[src/rtl/icache_fetch_arbiter.sv]
// Two-requester fetch arbiter in front of a blocking instruction cache, with a flush drain state.
// Optional perf counters are enabled by defining ICACHE_FETCH_ARB_PERF_EN.
module icache_fetch_arbiter #(
  parameter int XLEN         = 32,
  parameter int STARVE_LIMIT = 4
) (
  input  logic            clk,
  input  logic            rst,
  input  logic            flush_i,
  input  logic            req0_i,
  input  logic [XLEN-1:0] addr0_i,
  output logic            ack0_o,
  output logic [XLEN-1:0] data0_o,
  input  logic            req1_i,
  input  logic [XLEN-1:0] addr1_i,
  output logic            ack1_o,
  output logic [XLEN-1:0] data1_o,
  output logic            mem_req_o,
  output logic [XLEN-1:0] mem_addr_o,
  input  logic            mem_ack_i,
  input  logic [XLEN-1:0] mem_rdata_i,
  output logic            busy_o,
  output logic            grant_id_o,
  output logic [15:0]     perf_grant0_o,
  output logic [15:0]     perf_grant1_o,
  output logic [15:0]     perf_drop_o
);

  localparam int CW = (STARVE_LIMIT > 0) ? $clog2(STARVE_LIMIT + 1) : 1;
  localparam logic [CW-1:0]   LIM = CW'(STARVE_LIMIT);
  localparam logic [XLEN-1:0] NOP = XLEN'(32'h0000_0013);

  typedef enum logic [1:0] {IDLE, BUSY, DRAIN} state_t;

  state_t          state_q;
  logic            mem_req_q;
  logic [XLEN-1:0] mem_addr_q;
  logic            grant_q;
  logic [CW-1:0]   starve_q;

  logic arb_go;
  logic win1;
  logic resp_ok;

  always_comb begin
    arb_go  = (state_q == IDLE) && !flush_i && (req0_i || req1_i);
    win1    = req1_i && (!req0_i || ((STARVE_LIMIT != 0) && (starve_q == LIM)));
    resp_ok = (state_q == BUSY) && mem_ack_i && !flush_i;
  end

  always_ff @(posedge clk or posedge rst) begin
    if (rst) begin
      state_q    <= IDLE;
      mem_req_q  <= 1'b0;
      mem_addr_q <= '0;
      grant_q    <= 1'b0;
      starve_q   <= '0;
    end else begin
      case (state_q)
        IDLE: begin
          if (!req1_i) starve_q <= '0;
          if (arb_go) begin
            state_q    <= BUSY;
            mem_req_q  <= 1'b1;
            grant_q    <= win1;
            mem_addr_q <= win1 ? addr1_i : addr0_i;
            if (win1) starve_q <= '0;
            else if (req1_i && (starve_q != LIM)) starve_q <= starve_q + CW'(1);
          end
        end
        BUSY: begin
          // A flush coinciding with the ack just drops the word; otherwise wait it out in DRAIN.
          if (mem_ack_i) begin
            state_q   <= IDLE;
            mem_req_q <= 1'b0;
          end else if (flush_i) begin
            state_q <= DRAIN;
          end
        end
        DRAIN: begin
          if (mem_ack_i) begin
            state_q   <= IDLE;
            mem_req_q <= 1'b0;
          end
        end
        default: state_q <= IDLE;
      endcase
    end
  end

  assign mem_req_o  = mem_req_q;
  assign mem_addr_o = mem_addr_q;
  assign grant_id_o = grant_q;
  assign busy_o     = (state_q != IDLE);
  assign ack0_o     = resp_ok && !grant_q;
  assign ack1_o     = resp_ok && grant_q;
  assign data0_o    = ack0_o ? mem_rdata_i : NOP;
  assign data1_o    = ack1_o ? mem_rdata_i : NOP;

`ifdef ICACHE_FETCH_ARB_PERF_EN
  logic [15:0] perf_grant0_q, perf_grant1_q, perf_drop_q;
  logic        resp_drop;

  assign resp_drop = mem_ack_i && (((state_q == BUSY) && flush_i) || (state_q == DRAIN));

  always_ff @(posedge clk or posedge rst) begin
    if (rst) begin
      perf_grant0_q <= '0;
      perf_grant1_q <= '0;
      perf_drop_q   <= '0;
    end else begin
      if (arb_go && !win1 && (perf_grant0_q != 16'hFFFF)) perf_grant0_q <= perf_grant0_q + 16'd1;
      if (arb_go && win1 && (perf_grant1_q != 16'hFFFF))  perf_grant1_q <= perf_grant1_q + 16'd1;
      if (resp_drop && (perf_drop_q != 16'hFFFF))         perf_drop_q   <= perf_drop_q + 16'd1;
    end
  end

  assign perf_grant0_o = perf_grant0_q;
  assign perf_grant1_o = perf_grant1_q;
  assign perf_drop_o   = perf_drop_q;
`else
  assign perf_grant0_o = 16'h0;
  assign perf_grant1_o = 16'h0;
  assign perf_drop_o   = 16'h0;
`endif

endmodule

[config.mk]
export PLATFORM = sky130hd
export DESIGN_NAME = icache_fetch_arbiter
export DESIGN_NICKNAME = d
export VERILOG_FILES = /design/src/rtl/icache_fetch_arbiter.sv
export SDC_FILE = /design/constraint.sdc
export NUM_CORES = 1
export LEC_CHECK = 0
export ABC_AREA = 1
export CAP_MARGIN = 10
export CORE_AREA = 10 10 90 92
export CTS_CLUSTER_DIAMETER = 80
export DETAILED_ROUTE_END_ITERATION = 7
export DIE_AREA = 0 0 100 102
export DONT_BUFFER_PORTS = 1
export GPL_TIMING_DRIVEN = 0
export HOLD_SLACK_MARGIN = 0.08
export PLACE_DENSITY = 0.69
export SLEW_MARGIN = 20
export SYNTH_ARGS = -nofsm -noshare
export SYNTH_HDL_FRONTEND = slang
export SYNTH_SLANG_ARGS = --single-unit
[constraint.sdc]
create_clock -name clk -period 2.4 [get_ports clk]
set_input_delay 0.6 -clock clk [delete_from_list [all_inputs] [get_ports clk]]
set_output_delay 0.6 -clock clk [all_outputs]
set_load 0.01 [all_outputs]
==> results.cfg <==
[layout]
final_cells = 604
most-common-layout-cells = nand2_1, buf_4, conb_1
nFillCells = 628
final_common_cell = nand2_1
drive_gt1_share_pct = 20.9
n_antenna_cell = 0
syn2layout_area_growth_pct = 12.8
num-nets-final = 633
multi_input_comb_area_um2 = 1710
regArea_um2 = 976

[power]
vdd_drop_max_uv = 443
power.leakage_uw = 0.00206
power-per-cell-area_nw_per_um2 = 802

[sta]
final.setup.tns_ns = 0
finalSetupViolations = 0
fraction_of_the_cycle_the_final_worst_path_needs_pct = 96.4
fin_crit_ns = 2.31
grt_setup_unrepaired = no
fin_ws_ns = 0.0860
drv_slew = 0
finalClockSkew_ns = 0.00769
timing.final.hold_violations = 0
fmax_mhz = 432

[worst_setup_path]
critPathCaptureType = output port
timing.critical_path.from_type = flip-flop
critical_path_maximum_fanout = 10
timing.critical_path.max_delay_family = buffers and inverters
cp_data_arrival_time_ns = 1.71
critical_path_buf_inv_count = 4
worst_path_largest_cell_delay_ns = 0.39
critical_path_required_ns = 1.80
crit_type = reg -> out
critical_path_top_delay_cell = dfrtp_1
critical_path.cell_chain = inv_2 > ha_4 > nand3_4 > nor2_4 > inv_2 > buf_6 > buf_12 > nor2_4

[synthesis]
postSynthAreaPerCell_um2 = 6.76
synth.distinct_cells = 24
ys.warnings.count = 0
yosys.area.top_type_share_pct = 30.7
synth.ff_latch_count = 39
total_standard_cell_area_after_synthesis_um2 = 3180
yosys-top-cells-area = dfrtp_1, nand2_1, buf_4
synth_seq_area_share_pct = 30.7
synth_cells = 470
yosys.area.top_type = dfrtp_1

[clocking]
tritoncts_num_sinks = 39
cts.clk_slew.worst_paths_ns = 0.08
numCtsBuffers = 5
postCtsHoldBufs = 0
clock_tree_from_tritoncts = yes
clockBufferDepth = 2
insertion_delay_ns = 0.30
clock_root_buffer_master = clkbuf_8
cts.htree.levels = 2

[drt]
route.detailed.drc = 0
avgRoutedWirePerCell_um = 17.5
wire_length_reported_by_the_detailed_router_um = 10600
drt_first_pass_iters = 5
route.vias.total = 2900
antenna_left = 0
drt_iter0_markers = 89
vias_per_cell = 4.80

[die]
chipWidth_um = 100
die-area_um2 = 10200
core.rowCount = 29
floorplan.io_pins = 251
core_area_um2 = 6280
initial_core_util_pct = 50.6
dieHeight_um = 102

[place]
gp_congestion = 0.785
dp_slack_ns = 0.236
dpl.hpwl_um = 8980
io_buffer_count = 0
post-place-cells = 595

[global_routing]
grt-ovfl-total = 0
first_global_vias = 2913
pin_count_of_the_biggest_net_entering_global_routing = 27
global_route_wire_length_before_repair_um = 15900
grt_antenna_before_repair = 0
globalRouteTotalUtil_pct = 19.1

[job]
maxCapViolations = 0

[min_path]
hold_class = in -> async

[run_status]
run_status = completed
## what timing repair did
| action | 4_1_cts | 5_1_grt |
|---|---|---|
| setup endpoints to repair | 55 | 37 |
| setup buffers | 1 | 0 |
| endpoints found under the hold margin | 0 | 0 |
| pin swaps | 1 | 1 |
| gates resized for setup | 4 | 1 |
## worst paths after layout
check                                 start             end  slack [ns]  depth (start not counted)
worst min register to register  starve_q[2]     starve_q[2]        0.57                          2
worst max-delay path             state_q[1]     data1_o[22]        0.09                          8
max in group asynchronous               rst  mem_addr_o[10]        1.83                          2
min in group clk                  mem_ack_i       mem_req_o        0.48                          3
worst min-delay path                    rst  mem_addr_o[27]        0.12                          1
worst max register to register  starve_q[0]   mem_addr_o[8]        0.70                         10
## cells by family (layout without fill, tap and decap cells)
group | Yosys count | after routing | share of synthesized area [%]
buffers and inverters | 119 | 129 | 21.8
adder cells (fa/ha/maj) | 5 | 5 | 1.97
AND/OR/NAND/NOR | 265 | 265 | 38.8
other | 1 | 48 | 0.118
AO/OA/AOI/OAI | 41 | 41 | 6.58
flip-flops | 39 | 39 | 30.7
## cells in the mapped netlist
| cell type | count |
|---|---|
| clkbuf_1 | 6 |
| buf_2 | 15 |
| nand2_2 | 2 |
| ha_1 | 5 |
| nand3_2 | 1 |
| inv_2 | 3 |
| or2_0 | 1 |
| o21ai_0 | 37 |
| a31oi_1 | 1 |
| buf_6 | 2 |
| nor2_1 | 44 |
| buf_4 | 48 |
| o21ai_1 | 1 |
| nand2_1 | 156 |
| nor2_2 | 1 |
| a21oi_1 | 1 |
| nand4_1 | 2 |
| nand3_1 | 35 |
| conb_1 | 1 |
| o21bai_1 | 1 |
| buf_12 | 2 |
| dfrtp_1 | 39 |
| nor2_4 | 23 |
| inv_1 | 43 |
## routing by layer
metal	track usage, %	share of wire [%]	vias to the layer above	routed length (µm)
met5	0	0	-	0
met4	5.33	1.5	0	163
met3	8.64	12	12	1250
met2	36.6	53	154	5660
met1	17.8	33	1288	3510
li1	-	-	1446	-
## per-stage QoR
| step | area (µm²) | hold slack [ns] | util [%] | total power (µW) |
|---|---|---|---|---|
| after CTS | 3580 | 0.144 | 57.0 | 2890 |
| after floorplan | 3350 | 0.467 | - | 2090 |
| after global routing | 3580 | 0.143 | 57.1 | 3120 |
| after detailed placement | 3470 | 0.468 | 55.3 | 2410 |
| after global placement | 3450 | 0.488 | 55.0 | 2370 |
| final | 3580 | 0.123 | 57.1 | 2880 |
## power by group
group | internal, µW | leakage [µW] | switching, µW
clock network | 203 | 0.0000412 | 249
registers | 952 | 0.000487 | 386
logic | 383 | 0.00153 | 702
## worst register-to-register path: cells and delay by family (launching register included)
family / cells / cell delay (ns)
AND/OR/NAND/NOR: 7 / 0.74
flip-flops: 1 / 0.40
buffers and inverters: 2 / 0.30
adder cells (fa/ha/maj): 1 / 0.21
## state kept, by name, indices dropped and copies added (netlist names)
name,cells
starve_q,3
mem_req_o,1
state_q,2
mem_addr_o,32
grant_id_o,1
## area by class of cell
class	instances	share of cell area [%]
Buffer	73	14.5
Clock buffer	6	2.02
Clock inverter	2	0.349
Inverter	46	4.82
Multi-Input combinational cell	359	47.6
Sequential cell	39	27.2
Tap cell	77	2.69
Timing Repair Buffer	2	0.768
Power figures use the tool's default switching activity.
